$ cat config.mk
export PLATFORM = sky130hd
export DESIGN_NAME = instr_encode_loader
export DESIGN_NICKNAME = d
export VERILOG_FILES = /design/src/rtl/instr_encode_loader.sv
export SDC_FILE = /design/constraint.sdc
export NUM_CORES = 1
export LEC_CHECK = 0
export ABC_AREA = 0
export BUFFER_PORTS_ARGS = -buffer_cell sky130_fd_sc_hd__buf_4
export CORE_MARGIN = 1.5
export CORE_UTILIZATION = 35
export DETAILED_ROUTE_END_ITERATION = 16
export MAX_ROUTING_LAYER = met4
export PLACE_DENSITY = 0.65
export SYNTH_ARGS = -nofsm -noshare
export SYNTH_HDL_FRONTEND = slang
export SYNTH_SLANG_ARGS = --single-unit
$ cat constraint.sdc
create_clock -name clk -period 1.94 [get_ports clk]
set_input_delay 0.097 -clock clk [delete_from_list [all_inputs] [get_ports clk]]
set_output_delay 0.097 -clock clk [all_outputs]
set_load 0.02 [all_outputs]
$ cat src/rtl/instr_encode_loader.sv
// RV32I field-level instruction encoder that streams packed words into
// consecutive instruction-memory locations, one load session at a time.
module instr_encode_loader #(
  parameter int ADDR_W    = 6,
  parameter int BASE_ADDR = 0
) (
  input  logic              clk,
  input  logic              rst,
  input  logic              start,
  input  logic              finish,
  input  logic              in_valid,
  output logic              in_ready,
  input  logic [2:0]        in_class,
  input  logic [4:0]        in_rd,
  input  logic [4:0]        in_rs1,
  input  logic [4:0]        in_rs2,
  input  logic [2:0]        in_funct3,
  input  logic              in_funct7b5,
  input  logic [12:0]       in_imm,
  output logic              imem_we,
  output logic [ADDR_W-1:0] imem_addr,
  output logic [31:0]       imem_wdata,
  output logic [ADDR_W:0]   count,
  output logic              busy,
  output logic              done,
  output logic              error
);

  localparam logic [1:0] S_IDLE   = 2'd0;
  localparam logic [1:0] S_ACCEPT = 2'd1;
  localparam logic [1:0] S_WRITE  = 2'd2;
  localparam logic [1:0] S_DONE   = 2'd3;

  localparam logic [2:0] C_LOAD   = 3'd0;
  localparam logic [2:0] C_STORE  = 3'd1;
  localparam logic [2:0] C_RTYPE  = 3'd2;
  localparam logic [2:0] C_ITYPE  = 3'd3;
  localparam logic [2:0] C_BRANCH = 3'd4;

  localparam logic [6:0] OP_LOAD   = 7'b0000011;
  localparam logic [6:0] OP_STORE  = 7'b0100011;
  localparam logic [6:0] OP_RTYPE  = 7'b0110011;
  localparam logic [6:0] OP_ITYPE  = 7'b0010011;
  localparam logic [6:0] OP_BRANCH = 7'b1100011;

  localparam logic [ADDR_W-1:0] BASE     = BASE_ADDR[ADDR_W-1:0];
  localparam logic [ADDR_W:0]   CAPACITY = {1'b1, {ADDR_W{1'b0}}};

  logic [1:0]        state_reg, state_next;
  logic [ADDR_W-1:0] addr_reg, addr_next;
  logic [31:0]       wdata_reg, wdata_next;
  logic [ADDR_W:0]   count_reg, count_next;
  logic              error_reg, error_next;

  logic              full;
  logic              class_legal;
  logic              misaligned;
  logic              is_shift;
  logic [31:0]       enc_word;

  assign full        = (count_reg == CAPACITY);
  assign class_legal = (in_class <= C_BRANCH);
  // Branch targets are halfword multiples; bit 0 has no slot in the word.
  assign misaligned  = (in_class == C_BRANCH) && in_imm[0];
  // funct3 001/101 are slli/srli/srai: the immediate is a 5-bit shamt.
  assign is_shift    = (in_funct3[1:0] == 2'b01);

  always_comb begin
    enc_word = 32'h0000_0000;
    case (in_class)
      C_LOAD:
        enc_word = {in_imm[11:0], in_rs1, in_funct3, in_rd, OP_LOAD};
      C_STORE:
        enc_word = {in_imm[11:5], in_rs2, in_rs1, in_funct3, in_imm[4:0], OP_STORE};
      C_RTYPE:
        enc_word = {1'b0, in_funct7b5, 5'b00000, in_rs2, in_rs1, in_funct3, in_rd, OP_RTYPE};
      C_ITYPE: begin
        if (is_shift) begin
          enc_word = {1'b0, in_funct7b5, 5'b00000, in_imm[4:0], in_rs1, in_funct3, in_rd,
                      OP_ITYPE};
        end else begin
          enc_word = {in_imm[11:0], in_rs1, in_funct3, in_rd, OP_ITYPE};
        end
      end
      C_BRANCH:
        enc_word = {in_imm[12], in_imm[10:5], in_rs2, in_rs1, in_funct3, in_imm[4:1],
                    in_imm[11], OP_BRANCH};
      default:
        enc_word = 32'h0000_0000;
    endcase
  end

  always_comb begin
    state_next = state_reg;
    addr_next  = addr_reg;
    wdata_next = wdata_reg;
    count_next = count_reg;
    error_next = error_reg;
    case (state_reg)
      S_IDLE: begin
        if (start) begin
          state_next = S_ACCEPT;
          addr_next  = BASE;
          count_next = '0;
          error_next = 1'b0;
        end
      end
      S_ACCEPT: begin
        // A pending transfer takes priority over finish.
        if (in_valid) begin
          if (full || !class_legal || misaligned) begin
            error_next = 1'b1;
          end else begin
            wdata_next = enc_word;
            state_next = S_WRITE;
          end
        end else if (finish) begin
          state_next = S_DONE;
        end
      end
      S_WRITE: begin
        addr_next  = addr_reg + 1'b1;
        count_next = count_reg + 1'b1;
        state_next = S_ACCEPT;
      end
      S_DONE: begin
        state_next = S_IDLE;
      end
      default: begin
        state_next = S_IDLE;
      end
    endcase
  end

  always_ff @(posedge clk or posedge rst) begin
    if (rst) begin
      state_reg <= S_IDLE;
      addr_reg  <= BASE;
      wdata_reg <= 32'h0000_0000;
      count_reg <= '0;
      error_reg <= 1'b0;
    end else begin
      state_reg <= state_next;
      addr_reg  <= addr_next;
      wdata_reg <= wdata_next;
      count_reg <= count_next;
      error_reg <= error_next;
    end
  end

  assign in_ready   = (state_reg == S_ACCEPT) && !full;
  assign imem_we    = (state_reg == S_WRITE);
  assign imem_addr  = addr_reg;
  assign imem_wdata = wdata_reg;
  assign count      = count_reg;
  assign busy       = (state_reg != S_IDLE);
  assign done       = (state_reg == S_DONE);
  assign error      = error_reg;

endmodule
Word level (Yosys, flattened, before mapping)
Cells that the tools add are included.

Register bits: 48. Bits of input ports: 40. Output and inout bits: 50. Word-level logic and storage cells: 53.

Add/subtract/negate cells: 2. Order comparisons: 1. Eq/ne operators: 14. Multiplexer cells: 15. Bitwise operators: 1. Reductions and logical operators: 15.

Operators with widths (number): 32-bit case mux with 5 select lines (1); 32-bit two-way mux (1); 7-bit case mux with 2 select lines (1); 6-bit case mux with 2 select lines (1); 2-bit two-way mux (4); 2-bit case mux with 4 select lines (1); 7-bit by 1-bit adder with 7-bit output, second input constant (1); 7-bit == test, second input constant (1); 7-bit two-way mux (1); 6-bit by 1-bit adder with 6-bit output, second input constant (1); 3-bit by 2-bit == test with 1-bit output, second input constant (2); 6-bit two-way mux (1); 2-bit != test, second input constant (3); 3-bit != test, second input constant (2); 3-bit AND reduction (2); 2-bit nonzero test (3); 2-bit by 1-bit == test with 1-bit output, second input constant (2); 2-bit == test, second input constant (2); 4-bit AND reduction (1); 3-bit by 1-bit == test with 1-bit output, second input constant (1); 3-bit == test, second input constant (1); 3-bit less-or-equal comparator, second input constant (1); 3-bit logical NOT (1); 1-bit two-way mux (3); other kinds (7) (10).

Longest topological paths before layout
Gate-level depths: netlist of run 1.

Word-level depth: 7. Depth in mapped cells: 7. Mapped depth without buffers: 6.

Worst setup path after synthesis of run 1
No wires, ideal clock.

Kind: reg2reg. Start point: reg count_reg[0], in the netlist count[0]. End point: reg wdata_reg[25], in the netlist imem_wdata[25]. Library setup time: 127 ps. Data arrival time: 1841 ps. Required time: 1813 ps. Slack: -28 ps. Cell stages (with the launch flop): 7. Path buffers: 1. Clock period less this slack: 1968 ps. Cells stage by stage: dfrtp_1 inv_1 ha_1 nor2b_1 a311oi_4 buf_4 mux2_1.

Longest elaborated chain between the ends: 5.

RTL lines: from (decl) (line 52) `logic [ADDR_W:0] count_reg, count_next;`; from (signal assigned) (line 146) `count_reg <= count_next;`; 7-bit == test (line 61) `assign full = (count_reg == CAPACITY);`; 1-bit logical OR (2 in a row) (line 111) `if (full || !class_legal || misaligned) begin`; 1-bit inverter (no line); 3-bit AND reduction (no line); to (signal assigned) (line 145) `wdata_reg <= wdata_next;`; to (decl) (line 51) `logic [31:0] wdata_reg, wdata_next;`.

Every way passes these cells. A chain may end at the register's enable or synchronous reset.

Final worst setup path of run 1
Start point: reg count_reg[0], in the netlist count[0]. End point: reg wdata_reg[18], in the netlist imem_wdata[18].

Same word-level chain as after synthesis.

==> results of run 1 <==
==> how the worst max path moves through the flow <==
stage / from / end / slack, ns / depth (start not counted)
after global placement: count[0] / imem_wdata[19] / 0.20 / 6
after detailed placement: count[0] / imem_wdata[18] / 0.15 / 6
final: count[0] / imem_wdata[18] / 0.16 / 6
after CTS: count[0] / imem_wdata[18] / 0.14 / 6
after global routing: count[0] / imem_wdata[25] / 0.07 / 6
after floorplan: count[1] / imem_wdata[25] / 0.002 / 6
==> through the flow <==
| stage | hold WS [ns] | utilization [%] | total power [W] | area [µm²] | setup slack, ns |
|---|---|---|---|---|---|
| CTS | 0.00416 | 50.3 | 0.00414 | 3200 | 0.141 |
| detailed placement | 0.123 | 48.4 | 0.00343 | 3080 | 0.153 |
| global route | 0.00311 | 50.3 | 0.00435 | 3200 | 0.0728 |
| floorplan | 0.232 | - | 0.00256 | 2310 | 0.00169 |
| global placement | 0.114 | 48.4 | 0.00339 | 3080 | 0.197 |
| finish | 0.0172 | 50.3 | 0.00408 | 3200 | 0.159 |
==> cells by family after synthesis <==
group / after synthesis / synth area share, %
AO/OA/AOI/OAI: 56 / 17.7
XOR/XNOR: 1 / 0.381
adder cells (fa/ha/maj): 3 / 1.63
buffers and inverters: 27 / 5.60
flip-flops: 45 / 48.9
multiplexers: 28 / 13.3
other: 1 / 0.163
AND/OR/NAND/NOR: 56 / 12.3
==> layer usage <==
layer / vias to the layer above / track usage [%] / routed length (µm)
li1: 965 / - / -
met1: 962 / 22.5 / 2530
met2: 55 / 26.9 / 2810
met3: 4 / 3.76 / 291
met4: 0 / 3.73 / 38
met5: - / - / 0
==> critical path: stages (launching register included) <==
cell,delay (ns)
dfrtp_2,0.36
inv_1,0.04
ha_1,0.17
nor2b_1,0.17
a311oi_4,0.30
buf_12,0.26
mux2_2,0.36
==> layout make-up <==
type,instances,share of cell area (%)
Timing Repair Buffer,99,23.7
Sequential cell,45,35.3
Inverter,14,1.64
Tap cell,77,3.01
Clock inverter,2,1.21
Multi-Input combinational cell,146,32.9
Clock buffer,6,2.27
==> power groups by stage <==
stage               Clock, W  Combinational, W  Sequential [W]
floorplan                  0          0.000662         0.00190
global placement           0           0.00188         0.00151
detailed placement         0           0.00191         0.00152
CTS                 0.000723           0.00192         0.00150
global route        0.000754           0.00205         0.00155
finish              0.000693           0.00189         0.00150
==> cells in the mapped netlist, drive strengths merged, types with 2 or more instances <==
cell	number	area, µm²
a31oi	2	12.5
clkinv	2	7.51
o211ai	2	15.0
nand4	6	37.5
ha	3	37.5
o31ai	2	15.0
a22oi	9	67.6
nand2	8	30.0
o221ai	5	43.8
nor2	17	63.8
and3b	2	17.5
o21a	5	37.5
dfrtp	45	1130
nor2b	8	50.1
buf	8	56.3
inv	12	45.0
nand3	7	35.0
mux2	21	236
o21ai	11	55.1
clkbuf	5	20.0
mux2i	7	70.1
nand2b	3	18.8
a22o	4	35.0
a21oi	9	45.0
==> impl_metrics.ini, run 1 <==
[grt]
grt_max_degree = 44
track_usage_pct = 17.0
antenna_found_initial = 0
grt_pass1_wl_um = 9470
grt-ovfl-total = 0
first_global_vias = 1915

[status]
status = finished, final reports clean

[worst_setup_path]
reg2reg_from = count[0]
timing.rr.end = imem_wdata[18]
r2r_slack_ns = 0.16
crit_arrival_ns = 1.96
crit_path_start_kind = flip-flop
r2r_cells = 6
crit_fanout = 43
critPathRequiredTime_ns = 2.12
end_kind = flip-flop
worstSetupPathType = flip-flop to flip-flop

[sta]
maxSlewViolCount = 0
rsz0062_at_grt = false
setup_viol = 0
relSlewSlack_pct = 59.5
post-route-period-util_pct = 91.8
worstMarginPinSlew_ns = 0.602
hold_viol = 0
period_minus_slack_ns = 1.78
max_freq_mhz = 562
finClkSkew_ns = 0.00650
setup_tns_ns = 0

[drt]
via_count = 1986
viasPerCell = 5.11
drcViolationCount = 0
antenna_left = 0
route.final.wire_length_um = 5670
detail_route.wl_per_cell_um = 14.6
drtIter0Drc = 78
drt_pass1_iterations = 4

[clock_network]
cts_hold_buf = 1
cts.clk_slew.worst_paths_ns = 0.09
cts_buffers = 5
postCtsSetupRepairBufs = 0
clk_path_buf_depth = 2
clock-root-buffer = clkbuf_8
post_cts_resized = 0
htreeDepth = 2
clk_latency_ns = 0.29
cts_sinks = 45
cts_tree = yes

[die]
core_um2 = 6350
die_area_um2 = 7070
die_h_um = 84.1
num_io_pins = 90
start_util_pct = 36.3
fp-row-count = 29
die_w_um = 84.1

[synthesis]
synth_edf_count = 0
avgSynthCellArea_um2 = 10.6
synth-async-reset-ratio_pct = 100
synth_cell_type_count = 42
yosysSeqAreaShare_pct = 48.9
yosysWarnings = 0
ys.flop_type = dfrtp_1
synth-seq-cells = 45
syn_area_um2 = 2300
synth_cells = 217

[finish]
diodes = 0
fin_nets = 354
mostFrequentLayoutCell = buf_4
multi_input_comb_area_um2 = 1050
syn2layout_area_growth_pct = 38.9
num-fill-cells = 597
regArea_um2 = 1130
largest_register_ffs = 29
mostFrequentLayoutCells = buf_4 (97), dfrtp_1 (44), nor2_1 (17)
drive_gt1_share_pct = 38.5
final_cells = 389

[min_path]
hp-start = in_rs1[0]
whs_path_depth = 2
hold_end = imem_wdata[15]
hp-class = input port to flip-flop

[placed_design]
globalplace.congestion = 0.790
placement.io_buffers = 87
hpwl_um = 4220
dp_cells = 380

[pwr]
power_frac_clock_pct = 17.0
leakagePower_nw = 1.55
swShare_pct = 37.6
power.internal_w = 0.00255
combPwrFrac_pct = 46.4
ir_drop_mv = 0.602
power_density_nw_per_um2 = 1280
p_switching_w = 0.00154
pwr-share-seq_pct = 36.6

[flow_run]
cap_violations = 0
No activity file was read; power rests on OpenSTA's default activity.
==> run 2: changes to the inputs <==
--- a/config.mk
+++ b/config.mk
@@ -10,6 +10,7 @@
 export CORE_MARGIN = 1.5
 export CORE_UTILIZATION = 35
 export DETAILED_ROUTE_END_ITERATION = 16
+export GPL_TIMING_DRIVEN = 0
 export MAX_ROUTING_LAYER = met4
 export PLACE_DENSITY = 0.65
 export SYNTH_ARGS = -nofsm -noshare
==> run 2 against run 1 <==
  * Design area grew 1.4%
  * Cell count is 2.1% higher
  * Largest power group unchanged
  * Global-route usage down 0.58 points
  * Total power is 0.37% lower
==> impl_metrics.ini, run 2 (synthesized netlist as in run 1, its figures left out) <==
[pwr]
leakagePower_nw = 1.58
ir_drop_mv = 0.638
finalPower_w = 0.00407
power_density_nw_per_um2 = 1260

[finish]
diodes = 0
fin_nets = 362
syn2layout_area_growth_pct = 40.8
mostFrequentLayoutCell = buf_4
final_cells = 397
post-route-cell-area_um2 = 3240
largest_register_ffs = 29
mostFrequentLayoutCells = buf_4 (93), dfrtp_1 (44), nor2_1 (17)
drive_gt1_share_pct = 38.8

[placed_design]
globalplace.congestion = 0.765
hpwl_um = 4210
placed_area_um2 = 3070
dp_cells = 381
placement.io_buffers = 85

[worst_setup_path]
crit_arrival_ns = 2.04
worstSetupPathType = flip-flop to flip-flop
end_kind = flip-flop
path_buf_inv = 3
cp_cell_sequence = inv_1, ha_1, nor2b_1, a311oi_4, buf_4, buf_2, mux2_1
crit_fanout = 6
cp_slowest_cell = dfrtp_2
critPathRequiredTime_ns = 2.13
crit_path_start_kind = flip-flop
max_stage_delay_ns = 0.38
cp_top_family = buffers and inverters

[drt]
drtIter0Drc = 72
via_count = 2002
drt_pass1_iterations = 4
drcViolationCount = 0
route.final.wire_length_um = 5780
antenna_left = 0
viasPerCell = 5.04
detail_route.wl_per_cell_um = 14.6

[sta]
period_minus_slack_ns = 1.85
max_freq_mhz = 539
setup_tns_ns = 0
hold_ws_ns = 0.0154
rsz0062_at_grt = false
finClkSkew_ns = 0.00427
relSlewSlack_pct = 44.3
hold_viol = 0
setup_viol = 0
maxSlewViolCount = 0
worstMarginPinSlew_ns = 0.829
post-route-period-util_pct = 95.6

[clock_network]
cts_buffers = 5
clk_path_buf_depth = 2
cts_sinks = 45
clk_latency_ns = 0.30
clock-root-buffer = clkbuf_8
cts.clk_slew.worst_paths_ns = 0.09
htreeDepth = 2
cts_tree = yes

[die]
start_util_pct = 36.3
die_area_um2 = 7070
num_io_pins = 90
die_h_um = 84.1
die_w_um = 84.1
fp-row-count = 29
core_um2 = 6350

[grt]
first_global_vias = 1828
track_usage_pct = 16.4
grt_max_degree = 24
grt-ovfl-total = 0
antenna_found_initial = 0
grt_pass1_wl_um = 8950

[min_path]
hp-class = input port to flip-flop

[flow_run]
cap_violations = 0

[status]
status = finished, final reports clean
## run 2: changes by cell type in the layout (fill, tap and decap cells not counted), sizes merged
cell,previous run,this run
clkbuf,6,12
buf,98,100
bufinv,1,0
clkinv,3,2
dlygate4sd3,1,2
inv,12,13
## run 2: worst register-to-register path, delay by kind of cell (launching register included)
family,cells,cell delay (ns)
multiplexers,1,0.33
AO/OA/AOI/OAI,1,0.28
adder cells (fa/ha/maj),1,0.18
flip-flops,1,0.38
AND/OR/NAND/NOR,1,0.17
buffers and inverters,3,0.41
## run 2: path summary, 6_finish.rpt
check	slack, ns	to	start	depth (start not counted)
max	0.09	imem_wdata[29]	count[0]	7
max reg2reg	0.09	imem_wdata[29]	count[0]	7
min	0.02	imem_wdata[14]	in_funct3[2]	2
max in group asynchronous	1.01	count[0]	rst	4
min in group asynchronous	0.41	imem_wdata[29]	rst	3
min reg2reg	0.49	imem_wdata[14]	imem_wdata[14]	1
## run 2: stage by stage
stage | utilization (%) | setup slack, ns
2_1_floorplan | - | 0.00169
3_3_place_gp | 47.9 | -0.0877
3_5_place_dp | 48.3 | -0.115
4_1_cts | 50.6 | 0.00263
5_1_grt | 51.0 | 0.00164
6_report | 51.0 | 0.0851
## run 2: power breakdown
part | internal, W | leakage [nW] | switching (W) | total [W]
logic | 0.000888 | 0.963 | 0.00101 | 0.00190
clock network | 0.000329 | 0.0549 | 0.000332 | 0.000661
registers | 0.00128 | 0.560 | 0.000233 | 0.00151
total | 0.00249 | 1.58 | 0.00157 | 0.00407
## run 2: repair_timing
item	in CTS	in global routing
cloned	1	0
pin swaps	1	0
hold buffers	1	1
setup buffers	3	2
hold endpoints to repair	22	1
setup endpoints to repair	22	16
gates resized for setup	1	0
## run 2: layer usage
metal	track usage [%]	vias up	part of all wire [%]	wire length (µm)
li1	-	988	-	-
met1	21.1	946	45	2610
met2	25.7	59	48	2750
met3	4.55	9	6.0	348
met4	4.47	0	1.2	67
met5	-	-	0	0
## run 2: final cells by class
| class | instances | area [µm²] |
|---|---|---|
| fill | 605 | 3110 |
| timing repair buffer | 94 | 728 |
| clock buffer | 7 | 96.3 |
| multi-input combinational | 146 | 1050 |
| tap | 77 | 96.3 |
| buffer | 13 | 80.1 |
| inverter | 14 | 52.6 |
| sequential | 45 | 1130 |
| clock inverter | 1 | 8.76 |
==> run 3: changes to the inputs <==
--- a/config.mk
+++ b/config.mk
@@ -7,6 +7,7 @@
 export LEC_CHECK = 0
 export ABC_AREA = 0
 export BUFFER_PORTS_ARGS = -buffer_cell sky130_fd_sc_hd__buf_4
+export CORE_ASPECT_RATIO = 0.6
 export CORE_MARGIN = 1.5
 export CORE_UTILIZATION = 35
 export DETAILED_ROUTE_END_ITERATION = 16
==> run 3 against run 2 <==
  * Design area down 0.62%
  * Sequential share of layout area is 0.26 points higher
  * Non-clock buffer count decreased by 5
  * Total power rose by 1.2%
  * Cell count grew 0.50%
  * Sequential power hardly changed
  * Routed wire length grew 4.5%
  * Register-to-register slack barely moved
  * Count of clock-buffer cells in the layout is 2 lower
==> impl_metrics.ini, run 3 (synthesized netlist as in run 1, its figures left out) <==
[status]
status = finished, final reports clean

[pwr]
power_density_nw_per_um2 = 1280
ir_drop_mv = 0.628
power_frac_clock_pct = 17.4
power.internal_w = 0.00252
swShare_pct = 38.8
combPwrFrac_pct = 45.1
p_switching_w = 0.00160
leakagePower_nw = 1.55
finalPower_w = 0.00412
pwr-share-seq_pct = 37.4

[worst_setup_path]
crit_path_start_kind = flip-flop
critPathRequiredTime_ns = 2.13
r2r_cells = 6
timing.rr.end = imem_wdata[15]
max_stage_delay_ns = 0.42
crit_arrival_ns = 2.04
r2r_slack_ns = 0.08
reg2reg_from = count[0]
crit_fanout = 10
cp_cell_sequence = inv_1, ha_1, nor2b_1, a311oi_4, buf_6, mux2_1
end_kind = flip-flop
worstSetupPathType = flip-flop to flip-flop
cp_slowest_cell = dfrtp_2

[grt]
track_usage_pct = 17.7
grt_pass1_wl_um = 9340
first_global_vias = 1865
grt_max_degree = 36
antenna_found_initial = 0
grt-ovfl-total = 0

[clock_network]
cts.clk_slew.worst_paths_ns = 0.09
cts_buffers = 5
clock-root-buffer = clkbuf_8
htreeDepth = 2
clk_path_buf_depth = 2
cts_tree = yes
cts_sinks = 45
clk_latency_ns = 0.30

[sta]
rsz0062_at_grt = true
setup_viol = 0
hold_viol = 0
finClkSkew_ns = 0.00493
max_freq_mhz = 538
relSlewSlack_pct = 37.2
maxSlewViolCount = 0
setup_tns_ns = 0
post-route-period-util_pct = 95.8
period_minus_slack_ns = 1.86
worstMarginPinSlew_ns = 0.935

[finish]
mostFrequentLayoutCell = buf_4
syn2layout_area_growth_pct = 39.9
mostFrequentLayoutCells = buf_4 (89), dfrtp_1 (43), nor2_1 (17)
fin_nets = 357
diodes = 0
final_cells = 399
drive_gt1_share_pct = 38.1
largest_register_ffs = 29

[drt]
antenna_left = 0
drtIter0Drc = 149
drcViolationCount = 0
via_count = 1995
route.final.wire_length_um = 6040
viasPerCell = 5.00
detail_route.wl_per_cell_um = 15.1
drt_pass1_iterations = 4

[min_path]
hp-class = input port to flip-flop
whs_path_depth = 2
hold_end = imem_wdata[14]
hp-start = in_funct3[2]

[placed_design]
placement.io_buffers = 85
hpwl_um = 4680
dp_cells = 388
globalplace.congestion = 0.773

[die]
start_util_pct = 37.0
die_area_um2 = 7090
die_h_um = 65.8
fp-row-count = 22
num_io_pins = 90
core_um2 = 6220
die_w_um = 108

[flow_run]
cap_violations = 0
==> run 3: cell count changes in the layout (fill, tap and decap cells not counted), sizes merged <==
cell      delta
clkinvlp     +1
clkbuf       -1
inv          -1
buf          -6
clkinv       +1
bufinv       +1
==> run 3: power groups by stage <==
stage	Sequential, W	Combinational, W	Clock, W
after floorplan	0.00190	0.000662	0
after global placement	0.00155	0.00182	0
after detailed placement	0.00156	0.00186	0
after CTS	0.00154	0.00187	0.000739
after global routing	0.00159	0.00199	0.000778
final	0.00154	0.00186	0.000718
==> run 3: how the worst max path moves through the flow <==
stage,start,endpoint,slack [ns]
CTS,count[0],imem_wdata[25],0.05
detailed placement,count[0],imem_wdata[25],-0.04
global route,count[0],imem_wdata[4],-0.02
floorplan,count[1],imem_wdata[25],0.002
global placement,count[1],imem_wdata[25],-0.04
finish,count[0],imem_wdata[15],0.08
==> run 3: layout make-up <==
cell class	instances	area (µm²)
Clock inverter	3	46.3
Sequential cell	45	1130
Multi-Input combinational cell	146	1050
Clock buffer	5	68.8
Buffer	13	82.6
Inverter	14	52.6
Tap cell	84	105
Timing Repair Buffer	89	686
Fill cell	600	3000
==> run 3: per-layer routing <==
metal / part of all wire (%) / track usage (%) / up-vias / wire length [µm]
met2: 41 / 23.8 / 68 / 2470
met5: 0 / - / - / 0
met1: 51 / 26.2 / 947 / 3070
li1: - / - / 973 / -
met3: 7.7 / 4.43 / 7 / 463
met4: 0.68 / 4.28 / 0 / 41
==> run 3: repair_timing <==
| action | 4_1_cts | 5_1_grt |
|---|---|---|
| resized for setup | 0 | 3 |
| buffers inserted | 1 | 0 |
| pin swaps | 1 | 1 |
| hold buffers | 1 | 1 |
| setup endpoints to repair | 14 | 25 |
| hold endpoints to repair | 10 | 1 |
==> run 3: worst max-delay path, delay by kind of cell, from the launching register on <==
family,cells,cell delay [ns]
AOI/OAI and AO/OA,1,0.35
adders and majority gates,1,0.18
buffers and inverters,2,0.28
DFF,1,0.42
muxes,1,0.34
and+or+nand+nor,1,0.17
==> run 3: through the flow <==
step / setup slack [ns] / utilization [%] / hold WS (ns) / instance area, µm²
2_1_floorplan: 0.00169 / - / 0.232 / 2310
3_3_place_gp: -0.0366 / 49.0 / 0.322 / 3050
3_5_place_dp: -0.0363 / 49.4 / 0.0476 / 3070
4_1_cts: 0.0475 / 51.5 / 0.00347 / 3200
5_1_grt: -0.0212 / 51.8 / 0.00683 / 3220
6_report: 0.0813 / 51.8 / 0.0201 / 3220
